File: src/rtl/fifo_rd_pkg.sv
// fifo_rd_pkg
// Shared types and helpers for the async-FIFO read-side arbiter.
//   state_t  : arbiter FSM states (IDLE, XFER)
//   RR_MAX   : widest requester vector rr_pick accepts
//   rr_pick  : round-robin pick; returns a one-hot vector (or zero) for
//              the first requester at or after ptr, wrapping modulo nreq
package fifo_rd_pkg;

  typedef enum logic {
    IDLE = 1'b0,
    XFER = 1'b1
  } state_t;

  localparam int RR_MAX = 32;

  function automatic logic [RR_MAX-1:0] rr_pick(
    input logic [RR_MAX-1:0] req_v,
    input int unsigned       nreq,
    input int unsigned       ptr
  );
    logic [RR_MAX-1:0] pick;
    logic              found;
    int unsigned       idx;
    pick  = '0;
    found = 1'b0;
    for (int unsigned i = 0; i < RR_MAX; i++) begin
      if (i < nreq) begin
        // ptr < nreq and i < nreq, so one subtraction is enough to wrap
        idx = ptr + i;
        if (idx >= nreq) begin
          idx = idx - nreq;
        end else begin
          idx = idx;
        end
        if (!found && req_v[idx[4:0]]) begin
          pick[idx[4:0]] = 1'b1;
          found          = 1'b1;
        end else begin
          found = found;
        end
      end else begin
        found = found;
      end
    end
    return pick;
  endfunction

endpackage

File: src/rtl/fifo_rd_arbiter_rr.sv
// rr_arbiter
// Round-robin requester selection with a registered priority pointer.
// Ports:
//   rclk, rrst_n : read-domain clock, asynchronous active-low reset
//   req          : per-consumer request vector
//   advance      : the pick is being taken; move rr_ptr past the winner
//   pick         : one-hot winner (zero when no request), combinational
module rr_arbiter
  import fifo_rd_pkg::*;
#(
  parameter int NREQ = 4
) (
  input  logic            rclk,
  input  logic            rrst_n,
  input  logic [NREQ-1:0] req,
  input  logic            advance,
  output logic [NREQ-1:0] pick
);

  localparam int PW = (NREQ > 1) ? $clog2(NREQ) : 1;

  logic [PW-1:0]     rr_ptr_q;
  logic [PW-1:0]     rr_ptr_d;
  logic [PW-1:0]     sel_idx;
  logic [RR_MAX-1:0] req_ext;
  logic [RR_MAX-1:0] pick_ext;

  // Pick the first requester at or after rr_ptr and encode its index.
  always_comb begin
    req_ext            = '0;
    req_ext[NREQ-1:0]  = req;
    pick_ext           = rr_pick(req_ext, NREQ, int'(rr_ptr_q));
    pick               = pick_ext[NREQ-1:0];
    sel_idx            = '0;
    for (int i = 0; i < RR_MAX; i++) begin
      if (pick_ext[i]) begin
        sel_idx = PW'(i);
      end else begin
        sel_idx = sel_idx;
      end
    end
  end

  // After a taken pick, the requester following the winner gets top priority.
  always_comb begin
    rr_ptr_d = rr_ptr_q;
    if (advance && (|pick)) begin
      if (sel_idx == PW'(NREQ-1)) begin
        rr_ptr_d = '0;
      end else begin
        rr_ptr_d = sel_idx + PW'(1);
      end
    end else begin
      rr_ptr_d = rr_ptr_q;
    end
  end

  // Priority pointer register.
  always_ff @(posedge rclk or negedge rrst_n) begin
    if (!rrst_n) begin
      rr_ptr_q <= '0;
    end else begin
      rr_ptr_q <= rr_ptr_d;
    end
  end

endmodule

File: src/rtl/fifo_rd_arbiter.sv
// fifo_rd_arbiter
// Shares the async FIFO read port among NREQ consumers. A round-robin
// winner owns the port for up to MAX_BURST words, then the block returns
// to IDLE for one arbitration cycle.
// Ports:
//   rclk, rrst_n : read-domain clock, asynchronous active-low reset
//   fifo_rempty  : FIFO empty flag
//   fifo_rdata   : FIFO word at the read address
//   fifo_rinc    : pop strobe, high on every accepted beat
//   req          : per-consumer request (level)
//   out_ready    : per-consumer accept
//   out_valid    : per-consumer valid, one-hot or zero
//   out_data     : broadcast of fifo_rdata
//   out_last     : current valid beat is the last of the burst
//   grant        : registered one-hot owner, zero in IDLE
module fifo_rd_arbiter
  import fifo_rd_pkg::*;
#(
  parameter int NREQ      = 4,
  parameter int DSIZE     = 8,
  parameter int MAX_BURST = 4
) (
  input  logic             rclk,
  input  logic             rrst_n,
  input  logic             fifo_rempty,
  input  logic [DSIZE-1:0] fifo_rdata,
  output logic             fifo_rinc,
  input  logic [NREQ-1:0]  req,
  input  logic [NREQ-1:0]  out_ready,
  output logic [NREQ-1:0]  out_valid,
  output logic [DSIZE-1:0] out_data,
  output logic             out_last,
  output logic [NREQ-1:0]  grant
);

  localparam int CW = $clog2(MAX_BURST + 1);

  state_t          state_q;
  state_t          state_d;
  logic [NREQ-1:0] grant_q;
  logic [NREQ-1:0] grant_d;
  logic [CW-1:0]   beat_cnt_q;
  logic [CW-1:0]   beat_cnt_d;

  logic [NREQ-1:0] pick_s;
  logic            arb_advance_s;
  logic            owner_req_s;
  logic            beat_s;
  logic            final_cnt_s;

  rr_arbiter #(
    .NREQ (NREQ)
  ) u_rr (
    .rclk    (rclk),
    .rrst_n  (rrst_n),
    .req     (req),
    .advance (arb_advance_s),
    .pick    (pick_s)
  );

  // Datapath gating: valid only for the owner while it requests and data exists.
  always_comb begin
    owner_req_s = |(grant_q & req);
    final_cnt_s = (beat_cnt_q == CW'(MAX_BURST - 1));
    if (state_q == XFER) begin
      out_valid = grant_q & req & {NREQ{~fifo_rempty}};
    end else begin
      out_valid = '0;
    end
    // A beat needs valid, so it can never pop an empty FIFO.
    beat_s    = |(out_valid & out_ready);
    fifo_rinc = beat_s;
    out_last  = (|out_valid) & final_cnt_s;
  end

  // Next-state logic: arbitrate in IDLE, count beats and release in XFER.
  always_comb begin
    state_d       = state_q;
    grant_d       = grant_q;
    beat_cnt_d    = beat_cnt_q;
    arb_advance_s = 1'b0;
    case (state_q)
      IDLE: begin
        if (|req) begin
          state_d       = XFER;
          grant_d       = pick_s;
          beat_cnt_d    = '0;
          arb_advance_s = 1'b1;
        end else begin
          state_d = IDLE;
          grant_d = '0;
        end
      end
      XFER: begin
        if (!owner_req_s) begin
          // owner withdrew: end the burst early
          state_d    = IDLE;
          grant_d    = '0;
          beat_cnt_d = '0;
        end else if (beat_s) begin
          if (final_cnt_s) begin
            state_d    = IDLE;
            grant_d    = '0;
            beat_cnt_d = '0;
          end else begin
            beat_cnt_d = beat_cnt_q + CW'(1);
          end
        end else begin
          // empty FIFO or consumer stall: keep the grant and wait
          state_d = XFER;
        end
      end
      default: begin
        state_d    = IDLE;
        grant_d    = '0;
        beat_cnt_d = '0;
      end
    endcase
  end

  // FSM, grant and beat counter registers.
  always_ff @(posedge rclk or negedge rrst_n) begin
    if (!rrst_n) begin
      state_q    <= IDLE;
      grant_q    <= '0;
      beat_cnt_q <= '0;
    end else begin
      state_q    <= state_d;
      grant_q    <= grant_d;
      beat_cnt_q <= beat_cnt_d;
    end
  end

  assign grant    = grant_q;
  assign out_data = fifo_rdata;

endmodule
File: config.mk
export PLATFORM = sky130hd
export DESIGN_NAME = fifo_rd_arbiter
export DESIGN_NICKNAME = d
export VERILOG_FILES = /design/src/rtl/fifo_rd_pkg.sv /design/src/rtl/fifo_rd_arbiter_rr.sv /design/src/rtl/fifo_rd_arbiter.sv
export SDC_FILE = /design/constraint.sdc
export NUM_CORES = 1
export LEC_CHECK = 0
export CAP_MARGIN = 5
export CORE_MARGIN = 2
export CORE_UTILIZATION = 42
export CTS_BUF_LIST = sky130_fd_sc_hd__clkbuf_4 sky130_fd_sc_hd__clkbuf_8
export DETAILED_ROUTE_END_ITERATION = 7
export GPL_TIMING_DRIVEN = 1
export MAX_ROUTING_LAYER = met4
export PLACE_DENSITY = 0.8
export SLEW_MARGIN = 20
export SYNTH_ARGS = -nofsm -noshare
export SYNTH_HDL_FRONTEND = slang
export SYNTH_HIERARCHICAL = 1
export SYNTH_SLANG_ARGS = --single-unit
File: constraint.sdc
create_clock -name rclk -period 2.35 [get_ports rclk]
set_clock_uncertainty 0.05 [all_clocks]
set_input_delay 0.705 -clock rclk [delete_from_list [all_inputs] [get_ports rclk]]
set_output_delay 0.705 -clock rclk [all_outputs]
set_load 0.05 [all_outputs]
=== After elaboration in Yosys (flattened, before gate mapping) ===
Index checks and enable logic that the tools add are counted.

* Add/subtract/negate cells: 9
* $lt $le $gt $ge: 12
* Shifts and indexed selects: 0
* $mul: 0
* Divide/modulo/power cells: 0
* Bitwise operators: 9
* Reductions and logical operators: 18
* Mux-type cells: 76
* Equal/unequal tests: 5

{| class="wikitable"
|+ Operators by type and width
! operator !! count
|-
| $mux 32 || 4
|-
| $ge 32x3->1 const B || 3
|-
| $or 32x32->32 || 3
|-
| $mux 2 || 31
|-
| $lt 5x6->1 const B || 4
|-
| $bmux 1 s5 || 4
|-
| $demux 1 s5 || 4
|-
| $ge 5x1->1 const B || 4
|-
| $mux 4 || 5
|-
| $mux 5 || 4
|-
| $reduce_or 4->1 || 5
|-
| $mux 1 || 17
|-
| $sub 5x3->5 const B || 3
|-
| $and 4x4->4 || 3
|-
| $mux 3 || 4
|-
| $logic_and 1x1->1 || 8
|-
| $pmux 4 s2 || 1
|-
| $add 2x2->3 const B || 2
|-
| $pmux 3 s2 || 1
|-
| $reduce_and 2->1 || 2
|-
| $sub 2x3->4 const B || 1
|-
| $add 2x1->3 const B || 1
|-
| $add 3x1->3 const B || 1
|-
| $eq 3x2->1 const B || 1
|-
| 10 further kinds || 13
|}

* Memory bits (writable): 0
* Memories kept: 0
* Word-level logic and storage cells: 133
* ROM bits: 0
* Register bits after elaboration: 10
* Latch bits: 0

=== Depth between registers and ports, before layout ===
* Depth after elaboration: 47
* Depth in mapped cells: 11

=== By module ===
Netlist, hierarchy kept.

{| class="wikitable"
|+ Modules (own cells, without submodules)
! module !! instances !! area an instance (sq um) !! cells an instance
|-
| fifo_rd_arbiter || 1 || 543.0 || 61
|-
| rr_arbiter || 1 || 496.7 || 56
|}

=== Least setup slack after synthesis ===
Ideal clock, no wire load.

* Path kind: register to output
* Start: register grant_q[1], in the netlist grant[1]
* End: output port out_valid[1]
* Cell stages (with the launch flop): 3
* Required time: 1595 ps
* Setup slack: -260 ps
* Arrival time: 1855 ps
* Cells stage by stage: dfrtp_1 nand2_1 nor3_1

* Word-level cells in the longest chain between the ends: 3

{| class="wikitable"
|+ RTL lines
! element !! RTL line !! source
|-
| from (decl) || fifo_rd_arbiter.sv:40 || <nowiki>logic [NREQ-1:0] grant_q;</nowiki>
|-
| from (signal assigned) || fifo_rd_arbiter.sv:129 || <nowiki>grant_q <= grant_d;</nowiki>
|-
| $and 4x4->4 (2 in a row) || fifo_rd_arbiter.sv:66 || <nowiki>out_valid = grant_q & req & {NREQ{~fifo_rempty}};</nowiki>
|-
| $mux 4 || fifo_rd_arbiter.sv:65 || <nowiki>if (state_q == XFER) begin</nowiki>
|-
| to (decl) || fifo_rd_arbiter.sv:30 || <nowiki>output logic [NREQ-1:0] out_valid,</nowiki>
|}

Every way passes these cells.

=== Worst setup path after layout ===
* Start: input port fifo_rempty
* End: output port fifo_rinc

* Word-level cells in the longest chain between the ends: 5

{| class="wikitable"
|+ RTL lines
! element !! RTL line !! source
|-
| from (decl) || fifo_rd_arbiter.sv:25 || <nowiki>input logic fifo_rempty,</nowiki>
|-
| $not 1->1 || fifo_rd_arbiter.sv:66 ||
|-
| $and 4x4->4 || fifo_rd_arbiter.sv:66 ||
|-
| $mux 4 || fifo_rd_arbiter.sv:65 ||
|-
| $and 4x4->4 || fifo_rd_arbiter.sv:71 || <nowiki>beat_s = |(out_valid & out_ready);</nowiki>
|-
| $reduce_or 4->1 || fifo_rd_arbiter.sv:71 ||
|-
| to (decl) || fifo_rd_arbiter.sv:27 || <nowiki>output logic fifo_rinc,</nowiki>
|}

Every way passes these cells.

==> metrics.txt <==
Crit path max-delay family simple AND/OR/NAND/NOR gates; Hold Crit Depth 1; commonest non-fill, non-tap cell in the layout buf_4; RSZ-0062 raised after global routing yes; Yosys warning count 6; Root Driver clkbuf_4; aggregate global-route resource usage 23.1%; Initial Utilization 43.1%; Period minus WS final 2340 ps; CTS Sinks 10; die width 53.8 um; Primary FF master, synth dfrtp_1; Hold-fix buffers, CTS 0; Worst IR Drop VDD 0.000763 V; final period utilization 99.5%; final instance area 1590 sq um; die area 2890 sq um; Leak 0.707 nW; Req. time, crit path 1590 ps; routed len/inst 16.3 um; MaxCap Viol Count 0; fin cells 184; dpl cells 176; register area share after synthesis 24.1%; placer congestion estimate 0.841; DP Area 1400 sq um; gr ovfl total 0; CP most frequent cell buf_8; CTS Buffer Depth 2; number of global-route vias before repair 1,079; Worst path slowest cell a32oi_2; cells after synthesis 117; Worst Path Arrival 1580 ps; detailed-route via count 1,044; Syn Area/Cell 8.89 sq um; Worst-Skew Late Latency 260 ps; hold crit path type flop to flop; area delta synth->final 52.8%; clock-pin slew on the worst setup and hold paths 60 ps; Final #Nets 182; Post-Syn Area 1040 sq um; R2R depth 9; die height 53.8 um; antenna viol nets, final 0; # H-tree levels 1; hpwl dp 2230 um; Synth cell types 41; Rows 18; Crit path buffers/inverters 2; DR iter-0 viols 14; Pre-Repair DR Iteration Count 4; crit path max fanout 4; pwr/cell area 1220 nW/um^2; r2r setup slk 50 ps; DRC Markers 0; Setup-failing EPs final 0; share of post-route cells with drive strength above 1 48.1%; Final Hold Fails 0; r2r endpoint u_rr/rr_ptr_q[1]; largest net degree at the start of global routing 11; actual slew at the worst max-slew pin 492 ps; WL final 3000 um; crit end category output pin; status completed; CORE AREA 2410 sq um; Max-Slew Margin vs Limit 67.1%; Port Buf Inserts 20; CP startpoint kind primary input; diode count 0; Crit path largest cell delay 270 ps; HP Start beat_cnt_q[1]; global-route wire length before repair 4800 um; Sum Neg Setup Slack 0 ps; Via density 5.67; fin. max-slew vios 0; I/O pin total 37; Crit path depth 5; initial antenna violation count 0; TritonCTS clock tree yes; number of synthesized flops with an enable pin 0; Hold EP beat_cnt_q[1]; asr flop ratio synth 100%; syn_nets 144; crit-path cells buf_8 -> and2b_2 -> a32oi_2 -> nand2_2 -> buf_8; total CTS buffers 3; number of synthesized register bits 10; most frequent cells in the layout buf_4, nand2_1, dfrtp_1; Fmax 0.428 GHz; RR Startpoint u_rr/rr_ptr_q[0]; Setup CP Type primary input to output pin
timing repair:
item                                    in CTS  in global routing
pin swaps                                    5                  8
endpoints found under the setup margin      12                  4
endpoints found under the hold margin        0                  0
gates resized for setup                     33                 25
setup buffers                                4                  0
report_power, final:
part	switching [mW]	leakage [nW]	total, mW	internal (mW)
sequential	0.0630	0.130	0.285	0.223
combinational	0.789	0.557	1.50	0.709
clock	0.0582	0.0210	0.152	0.0941
per-stage QoR:
stage / util, % / hold slack, ps / worst slack, ps / power (mW)
floorplan: - / 359 / 33.7 / 1.15
global placement: 58.1 / 436 / -470 / 1.42
detailed placement: 58.1 / 448 / -519 / 1.49
CTS: 61.1 / 463 / 13.5 / 1.67
global route: 65.9 / 474 / -46.4 / 2.06
finish: 65.9 / 452 / 11.6 / 1.94
cell usage after synthesis, drive strengths merged (2+ instances only):
cell type  count  area, sq um
mux2i          3         30.0
nand2         21         78.8
o21ai          8         40.0
nor3           3         15.0
nor2b          3         18.8
and4b          3         33.8
o31ai          3         22.5
a221o          3         33.8
and2           3         18.8
ha             8          100
nor2           3         11.3
inv            8         30.0
a32oi          2         32.5
and3           2         13.8
a31oi          2         12.5
buf           10         82.6
dfrtp         10          250
a21oi          3         15.0
cell type report:
type	instances	area, sq um
fillers	195	821
multi-input cells	88	815
repair buffers	43	414
flip-flops and latches	10	251
well taps	30	37.5
clock buffers	4	36.3
inverters	9	35.0
sequential cells by signal, summed over array words and instances, names as in the netlist:
signal,count
beat_cnt_q,3
u_rr/rr_ptr_q,2
grant,4
state_q,1
metal layers:
metal / GRT usage (%) / up-vias / routed length [um]
met1: 24.1 / 515 / 1170
met4: 6.84 / 0 / 59
met2: 43.5 / 22 / 1680
met5: - / - / 0
met3: 4.17 / 8 / 89
li1: - / 499 / -
worst max path at each step:
stage | slack, ps | from | end
final | 10 | fifo_rempty | fifo_rinc
after global placement | -470 | fifo_rempty | fifo_rinc
after detailed placement | -520 | req[1] | u_rr/rr_ptr_q[1]
after global routing | -50 | u_rr/rr_ptr_q[1] | u_rr/rr_ptr_q[1]
after floorplan | 30 | u_rr/rr_ptr_q[0] | u_rr/rr_ptr_q[1]
after CTS | 10 | fifo_rempty | fifo_rinc
logic make-up (layout without fill, tap and decap cells):
kind of cell | Yosys count | count (layout) | share of synthesized area (%)
AO/OA/AOI/OAI | 32 | 32 | 25.6
adder cells (fa/ha/maj) | 8 | 8 | 9.63
buffers and inverters | 19 | 56 | 11.3
flip-flops | 10 | 10 | 24.1
multiplexers | 5 | 5 | 6.14
AND/OR/NAND/NOR | 43 | 43 | 23.2
No activity file was read; power rests on OpenSTA's default activity.
